**src/rtl/pc_sequencer_if.sv**
```systemverilog
// Instruction-memory fetch port between the sequencer (master) and the memory (slave).
// A fetch is pending while imem_req is high; the memory signals completion with imem_ack.
interface pc_sequencer_if;
    logic        imem_req;
    logic [7:0]  imem_addr;
    logic        imem_ack;
    logic [15:0] imem_data;

    modport master (
        output imem_req,
        output imem_addr,
        input  imem_ack,
        input  imem_data
    );

    modport slave (
        input  imem_req,
        input  imem_addr,
        output imem_ack,
        output imem_data
    );
endinterface

```
**src/rtl/pc_sequencer.sv**
```systemverilog
// Program-counter sequencer: IDLE -> FETCH -> DECODE -> EXEC loop with fetch timeout and halt.
// Every output is a register or a direct copy of one; no input reaches an output combinationally.
module pc_sequencer #(
    parameter int          TIMEOUT  = 15,
    parameter logic [7:0]  RESET_PC = 8'h00
) (
    input  logic                 clk,
    input  logic                 rst_n,
    input  logic                 start,
    input  logic [1:0]           bsel,
    input  logic [7:0]           imm,
    input  logic [7:0]           reg_tgt,
    input  logic                 halt,
    pc_sequencer_if.master       imem,
    output logic [7:0]           pc,
    output logic [15:0]          ir,
    output logic                 exec_en,
    output logic                 halted,
    output logic                 fault,
    output logic [2:0]           state_o
);

    localparam int CW = $clog2(TIMEOUT + 1);
    localparam logic [CW-1:0] WAIT_LAST = CW'(TIMEOUT - 1);

    typedef enum logic [2:0] {
        S_IDLE   = 3'd0,
        S_FETCH  = 3'd1,
        S_DECODE = 3'd2,
        S_EXEC   = 3'd3,
        S_HALT   = 3'd4
    } state_t;

    state_t          state_q;
    logic [7:0]      pc_q;
    logic [7:0]      pc_d;
    logic [15:0]     ir_q;
    logic [CW-1:0]   wait_q;
    logic            req_q;
    logic            exec_q;
    logic            halted_q;
    logic            fault_q;

    // 8-bit addition of imm gives sign-extended relative branching modulo 256.
    always_comb begin
        pc_d = pc_q + 8'd1;
        case (bsel)
            2'b00:   pc_d = pc_q + 8'd1;
            2'b01:   pc_d = pc_q + imm;
            2'b10:   pc_d = reg_tgt;
            2'b11:   pc_d = imm;
            default: pc_d = pc_q + 8'd1;
        endcase
    end

    always_ff @(posedge clk or negedge rst_n) begin
        if (!rst_n) begin
            state_q  <= S_IDLE;
            pc_q     <= RESET_PC;
            ir_q     <= 16'h0000;
            wait_q   <= '0;
            req_q    <= 1'b0;
            exec_q   <= 1'b0;
            halted_q <= 1'b0;
            fault_q  <= 1'b0;
        end else begin
            exec_q <= 1'b0;
            case (state_q)
                S_IDLE: begin
                    if (start) begin
                        state_q <= S_FETCH;
                        req_q   <= 1'b1;
                        wait_q  <= '0;
                    end
                end
                S_FETCH: begin
                    // Ack is checked before the timeout so a last-cycle ack still succeeds.
                    if (imem.imem_ack) begin
                        ir_q    <= imem.imem_data;
                        wait_q  <= '0;
                        req_q   <= 1'b0;
                        state_q <= S_DECODE;
                    end else if (wait_q == WAIT_LAST) begin
                        wait_q   <= '0;
                        req_q    <= 1'b0;
                        fault_q  <= 1'b1;
                        halted_q <= 1'b1;
                        state_q  <= S_HALT;
                    end else begin
                        wait_q <= wait_q + 1'b1;
                    end
                end
                S_DECODE: begin
                    state_q <= S_EXEC;
                    exec_q  <= 1'b1;
                end
                S_EXEC: begin
                    if (halt) begin
                        halted_q <= 1'b1;
                        state_q  <= S_HALT;
                    end else begin
                        pc_q    <= pc_d;
                        req_q   <= 1'b1;
                        state_q <= S_FETCH;
                    end
                end
                S_HALT: begin
                    state_q <= S_HALT;
                end
                default: begin
                    state_q <= S_IDLE;
                    req_q   <= 1'b0;
                end
            endcase
        end
    end

    assign imem.imem_req  = req_q;
    assign imem.imem_addr = pc_q;
    assign pc             = pc_q;
    assign ir             = ir_q;
    assign exec_en        = exec_q;
    assign halted         = halted_q;
    assign fault          = fault_q;
    assign state_o        = state_q;

endmodule

```
**src/flat_wrapper.sv**
```systemverilog
// flat-port wrapper written by rule: the top's interface ports become plain ports
module pc_sequencer_flat 
#(
    parameter int          TIMEOUT  = 15,
    parameter logic [7:0]  RESET_PC = 8'h00
)
  (clk, rst_n, start, bsel, imm, reg_tgt, halt, pc, ir, exec_en, halted, fault, state_o, imem_imem_req, imem_imem_addr, imem_imem_ack, imem_imem_data);
  pc_sequencer_if imem_i ();
  input  logic clk;
  input  logic rst_n;
  input  logic start;
  input  logic [1:0] bsel;
  input  logic [7:0] imm;
  input  logic [7:0] reg_tgt;
  input  logic halt;
  output logic [7:0] pc;
  output logic [15:0] ir;
  output logic exec_en;
  output logic halted;
  output logic fault;
  output logic [2:0] state_o;
  output wire logic [$bits(imem_i.imem_req)-1:0] imem_imem_req;
  output wire logic [$bits(imem_i.imem_addr)-1:0] imem_imem_addr;
  input wire logic [$bits(imem_i.imem_ack)-1:0] imem_imem_ack;
  input wire logic [$bits(imem_i.imem_data)-1:0] imem_imem_data;
  assign imem_imem_req = imem_i.imem_req;
  assign imem_imem_addr = imem_i.imem_addr;
  assign imem_i.imem_ack = imem_imem_ack;
  assign imem_i.imem_data = imem_imem_data;
  pc_sequencer #(.TIMEOUT(TIMEOUT), .RESET_PC(RESET_PC)) u_core (.clk(clk), .rst_n(rst_n), .start(start), .bsel(bsel), .imm(imm), .reg_tgt(reg_tgt), .halt(halt), .imem(imem_i), .pc(pc), .ir(ir), .exec_en(exec_en), .halted(halted), .fault(fault), .state_o(state_o));
endmodule
```
**config.mk**
```make
export PLATFORM = sky130hd
export DESIGN_NAME = pc_sequencer_flat
export DESIGN_NICKNAME = d
export VERILOG_FILES = /design/src/rtl/pc_sequencer_if.sv /design/src/rtl/pc_sequencer.sv /design/src/flat_wrapper.sv
export SDC_FILE = /design/constraint.sdc
export NUM_CORES = 1
export LEC_CHECK = 0
export ABC_AREA = 1
export BUFFER_PORTS_ARGS = -buffer_cell sky130_fd_sc_hd__buf_2
export CAP_MARGIN = 0
export CORE_MARGIN = 5
export CORE_UTILIZATION = 40
export DETAILED_ROUTE_END_ITERATION = 16
export PLACE_DENSITY = 0.77
export SETUP_SLACK_MARGIN = 0.2
export SLEW_MARGIN = 0
export SYNTH_ARGS = -nofsm -noshare
export SYNTH_HDL_FRONTEND = slang
export SYNTH_SLANG_ARGS = --single-unit
```
**constraint.sdc**
```tcl
create_clock -name clk -period 1.5 [get_ports clk]
set_input_delay 0.45 -clock clk [delete_from_list [all_inputs] [get_ports clk]]
set_output_delay 0.45 -clock clk [all_outputs]
set_load 0.1 [all_outputs]
```
======== Yosys cells after proc, flatten, opt, wreduce, memory -nomap -nowiden ========
Cells that the tools add are included.
W data, S select, Z words.
storage, ports and cells
  register bits ........................... 35
  bits of input ports ..................... 39
  output and inout port bits .............. 39
  word-level logic and storage cells ...... 60
operators by class
  add/sub/neg operators ................... 3
  equal/unequal tests ..................... 14
  mux-type cells .......................... 20
  bitwise operators ....................... 3
  reductions and logical operators ........ 12
operators with widths
  cell                   number
  $pmux W8 S4            1
  $pmux W3 S5            1
  $mux W3                4
  $mux W4                3
  $add A8 B1 Y8 const B  1
  $add A8 B8 Y8          1
  $mux W1                8
  $ne A2 B2 Y1 const B   4
  $pmux W4 S2            1
  $reduce_and A2 Y1      4
  $reduce_and A4 Y1      2
  $eq A3 B2 Y1 const B   2
  $add A4 B1 Y4 const B  1
  $eq A2 B2 Y1 const B   2
  $eq A4 B4 Y1 const B   1
  $pmux W1 S4            1
  $reduce_bool A2 Y1     2
  $eq A3 B1 Y1 const B   1
  $eq A3 B3 Y1 const B   1
  $logic_not A3 Y1       1
  $ne A3 B2 Y1 const B   1
  $not A1 Y1             3
  $reduce_and A3 Y1      1
  $eq A2 B1 Y1 const B   1
  other kinds (4)        4

======== Depth between registers and ports, before layout ========
  depth after elaboration ................. 4
  gate-level depth with buffers ........... 15
  mapped depth without buffers ............ 15

======== Worst setup path after synthesis ========
OpenSTA, ideal clock, no wires.
  kind .................................... flip-flop to flip-flop
  from .................................... register u_core.pc_q[0] (netlist: u_core.imem.imem_addr[0])
  to ...................................... register u_core.pc_q[6] (netlist: u_core.imem.imem_addr[6])
  arrival time ............................ 2115 ps
  setup slack ............................. -738 ps
  cell stages (with the launch flop) ...... 12
  buffers on the path ..................... 0
  clock period less this slack ............ 2238 ps
  cell sequence ........................... dfrtp_1 > ha_1 > inv_1 > fa_1 > inv_1 > nand2_1 > nand2_1 > nand3b_1 > nand2_1 > nand2_1 > nand3_1 > a21oi_1
on the way
  longest elaborated chain between the ends .. 2
RTL lines
  element                                         line                                    RTL
  start: declaration                              pc_sequencer.sv:35                      logic [7:0] pc_q;
  start signal: assignment                        pc_sequencer.sv:102                     pc_q <= pc_d;
  $add A8 B8 Y8 or $add A8 B1 Y8 (tied branches)  pc_sequencer.sv:49, pc_sequencer.sv:48
  $pmux W8 S4 (*)                                 pc_sequencer.sv:47                      case (bsel)
Every way passes the cells marked *; elsewhere a longest branch is shown, timed or not.
A chain may end at the register's enable or synchronous reset.

======== Worst setup path in the final report ========
  from .................................... input port bsel[1]
  to ...................................... register u_core.pc_q[4] (netlist: u_core.imem.imem_addr[4])
on the way
  longest elaborated chain between the ends .. 2
RTL lines
  element                                     line                RTL
  start: declaration                          flat_wrapper.sv:12  input logic [1:0] bsel;
  $eq A2 B2 Y1, or another cell as far along  pc_sequencer.sv:47
  $pmux W8 S4 (*)                             pc_sequencer.sv:47
Marked as above.

==> summary.md <==
| Metric | Value |
|---|---|
| Commonest cells post-synth | nand2_1, dfrtp_1, inv_1 |
| Residual DRC | 0 |
| Setup Skew | 0.0185 ns |
| Clock latency at the later pin of the worst-skew pair | 0.31 ns |
| Period Utilization, post-route | 1.15 |
| Die Y | 82.4 um |
| H-tree depth | 2 |
| CP arrival | 1.97 ns |
| Violated checks | negative setup slack |
| RR Startpoint | u_core.imem.imem_addr[3] |
| Sink Count | 35 |
| First-pass GRT wire length | 11.6 mm |
| Core Area | 5110 um^2 |
| Adder-Cell Fraction of Synth Area | 0.0632 |
| Total track usage | 0.229 |
| Area Overhead vs Synth | 106% |
| Ant diodes | 0 |
| Yosys top cell by area | dfrtp_1 |
| DRT antenna net count | 0 |
| Clock transition at the registers of the reported paths | 0.09 ns |
| Synth Cell Area | 2100 um^2 |
| Critical Path Start Type | primary input |
| Final WL | 8.57 mm |
| Cts bufs inserted | 5 |
| Largest family of logic cells by synthesized area | simple AND/OR/NAND/NOR gates |
| Initial core utilization | 0.411 |
| I/O Pins | 78 |
| Die outline width | 82.4 um |
| Top-count cell post-synth | nand2_1 |
| Synth top area cells | dfrtp_1, nand2_1, inv_1 |
| Mapped Nets | 292 |
| Final Hold Fails | 0 |
| Max clock buf depth | 2 |
| Fill count | 256 |
| Reg2reg end | u_core.imem.imem_addr[7] |
| Routed via count | 2,288 |
| Asr flop ratio synth | 1.00 |
| Slew Limit Fails | 0 |
| GRT Residual Overflow | 0 |
| WP data required | 1.73 ns |
| Full die area | 6790 um^2 |
| Worst R2R Path Depth | 8 |
| Status | finished with violations |
| IO buf count | 77 |
| Largest net degree at the start of global routing | 23 |
| Setup slack, reg-to-reg | -0.13 ns |
| Synth Area in Simple Gates | 0.228 |
| Row cnt | 26 |
| Placer Congestion | 0.900 |
| Synth Register Bits | 35 |
| Syn Area/Cell | 8.63 um^2 |
| Headroom to the max-slew limit | 0.652 |
| Vias per cell | 5.12 |
| Yosys top cell area share | 0.418 |
| Sequential element share of the synthesized area | 0.418 |
| Fmax | 578 MHz |
| Max-Cap Viols | 0 |
| Final core occ | 0.847 |
| Crit path setup slack, layout | -0.231 ns |
| Initial antenna violation count | 0 |
| DRT Pass-1 Iters | 4 |
| Post-synth EDFFs | 0 |
| Xor-xnor portion of the synthesized cell area | 0 |
| Post-synthesis compound-gate area fraction | 0.0829 |
| RSZ-0062 raised after global routing | true |
| Crit-path max FO | 4 |
| CTS tree | built |
| Crit path kind | primary input to flip-flop |
| Min-Delay Path Class | primary input to async pin |
| Crit. End Element | flip-flop |
| Synth cell types | 30 |
| Multiplexer share of the synthesized area | 0.100 |
| CTS Root Cell | clkbuf_8 |
| Post-layout minimum cycle time | 1.73 ns |
| Cells after Synth | 243 |
| Yosys warns | 0 |
| Slew @ Worst Pin | 0.517 ns |
| Vias in the first global route | 2,321 |
| DR iter-0 viols | 128 |
| Share of cells above drive strength 1 | 0.714 |
| Avg WL per Cell | 19.2 um |
| Final setup viols | 34 |
| NumNets Final | 425 |
| Ys flop type | dfrtp_1 |
| HPWL Detailed | 4.67 mm |
| CTS Hold Bufs | 0 |
==> worst max path at each step <==
stage                        from                       end  cells after the start
after global placement    bsel[0]  u_core.imem.imem_addr[6]                     16
after detailed placement  bsel[0]  u_core.imem.imem_addr[6]                     16
after global routing      bsel[1]  u_core.imem.imem_addr[6]                     15
after CTS                 bsel[1]  u_core.imem.imem_addr[6]                     15
after floorplan           bsel[0]  u_core.imem.imem_addr[6]                     15
final                     bsel[1]  u_core.imem.imem_addr[4]                     14
==> critical path: stages <==
cell	delay, ns
buf_8	0.10
nor2_4	0.11
inv_2	0.07
or2_4	0.24
ha_4	0.16
inv_2	0.05
fa_2	0.19
inv_2	0.05
nand2_2	0.05
nand2_2	0.06
buf_4	0.14
nand3_1	0.07
nand3b_1	0.09
a21oi_2	0.13
==> sequential cells by signal (all words and copies together) (netlist names) <==
register,flops
u_core.state_o,3
u_core.ir,16
u_core.imem.imem_addr,8
u_core.fault,1
u_core.imem.imem_req,1
u_core.halted,1
u_core.exec_en,1
u_core.wait_q,4
==> through the flow <==
stage | std cells | setup TNS (ns) | setup WS, ns | instance area (um^2) | hold WS [ns]
finish | 447 | -2.61 | -0.231 | 4320 | 0.0570
global route | 447 | -4.28 | -0.365 | 4320 | 0.0757
CTS | 435 | -1.60 | -0.197 | 3980 | 0.0680
detailed placement | 403 | -4.21 | -0.675 | 3450 | 0.389
global placement | 403 | -3.74 | -0.595 | 3450 | 0.387
floorplan | 243 | -2.93 | -0.349 | 2390 | 0.154
==> cell type report <==
cell class | instances | area [um^2] | share of cell area
repair buffers | 136 | 1610 | 0.373
multi-input cells | 161 | 1410 | 0.325
flip-flops and latches | 35 | 942 | 0.218
inverters | 37 | 164 | 0.0379
well taps | 70 | 87.6 | 0.0203
clock buffers | 5 | 68.8 | 0.0159
clock inverters | 3 | 43.8 | 0.0101
==> layer usage <==
layer	share of wire	track usage
met1	0.36	0.239
met2	0.54	0.430
met3	0.064	0.0672
met4	0.040	0.0814
met5	0	0
==> kinds of logic after synthesis <==
family,after synthesis
and+or+nand+nor,104
buffers and inverters,47
DFF,35
AOI/OAI and AO/OA,31
muxes,16
adders and majority gates,10
==> cell usage in the layout (no fill, tap or decap), types with 8 or more instances in the layout <==
master,instances
buf_12,43
buf_2,37
nand2_1,33
buf_4,27
buf_6,25
inv_1,24
dfrtp_2,20
nor2_1,16
mux2_4,16
nor2_4,11
dfrtp_4,11
a21oi_2,8
==> timing repair <==
item,in CTS,in global routing
resized for setup,56,53
pin swaps,26,30
endpoints found under the hold margin,0,0
setup buffers,22,11
endpoints found under the setup margin,69,74
gates cloned,2,1
Power is left out: the tool's default activity adds up to more than one toggle a clock period on the data nets, which glitch-free logic cannot reach.
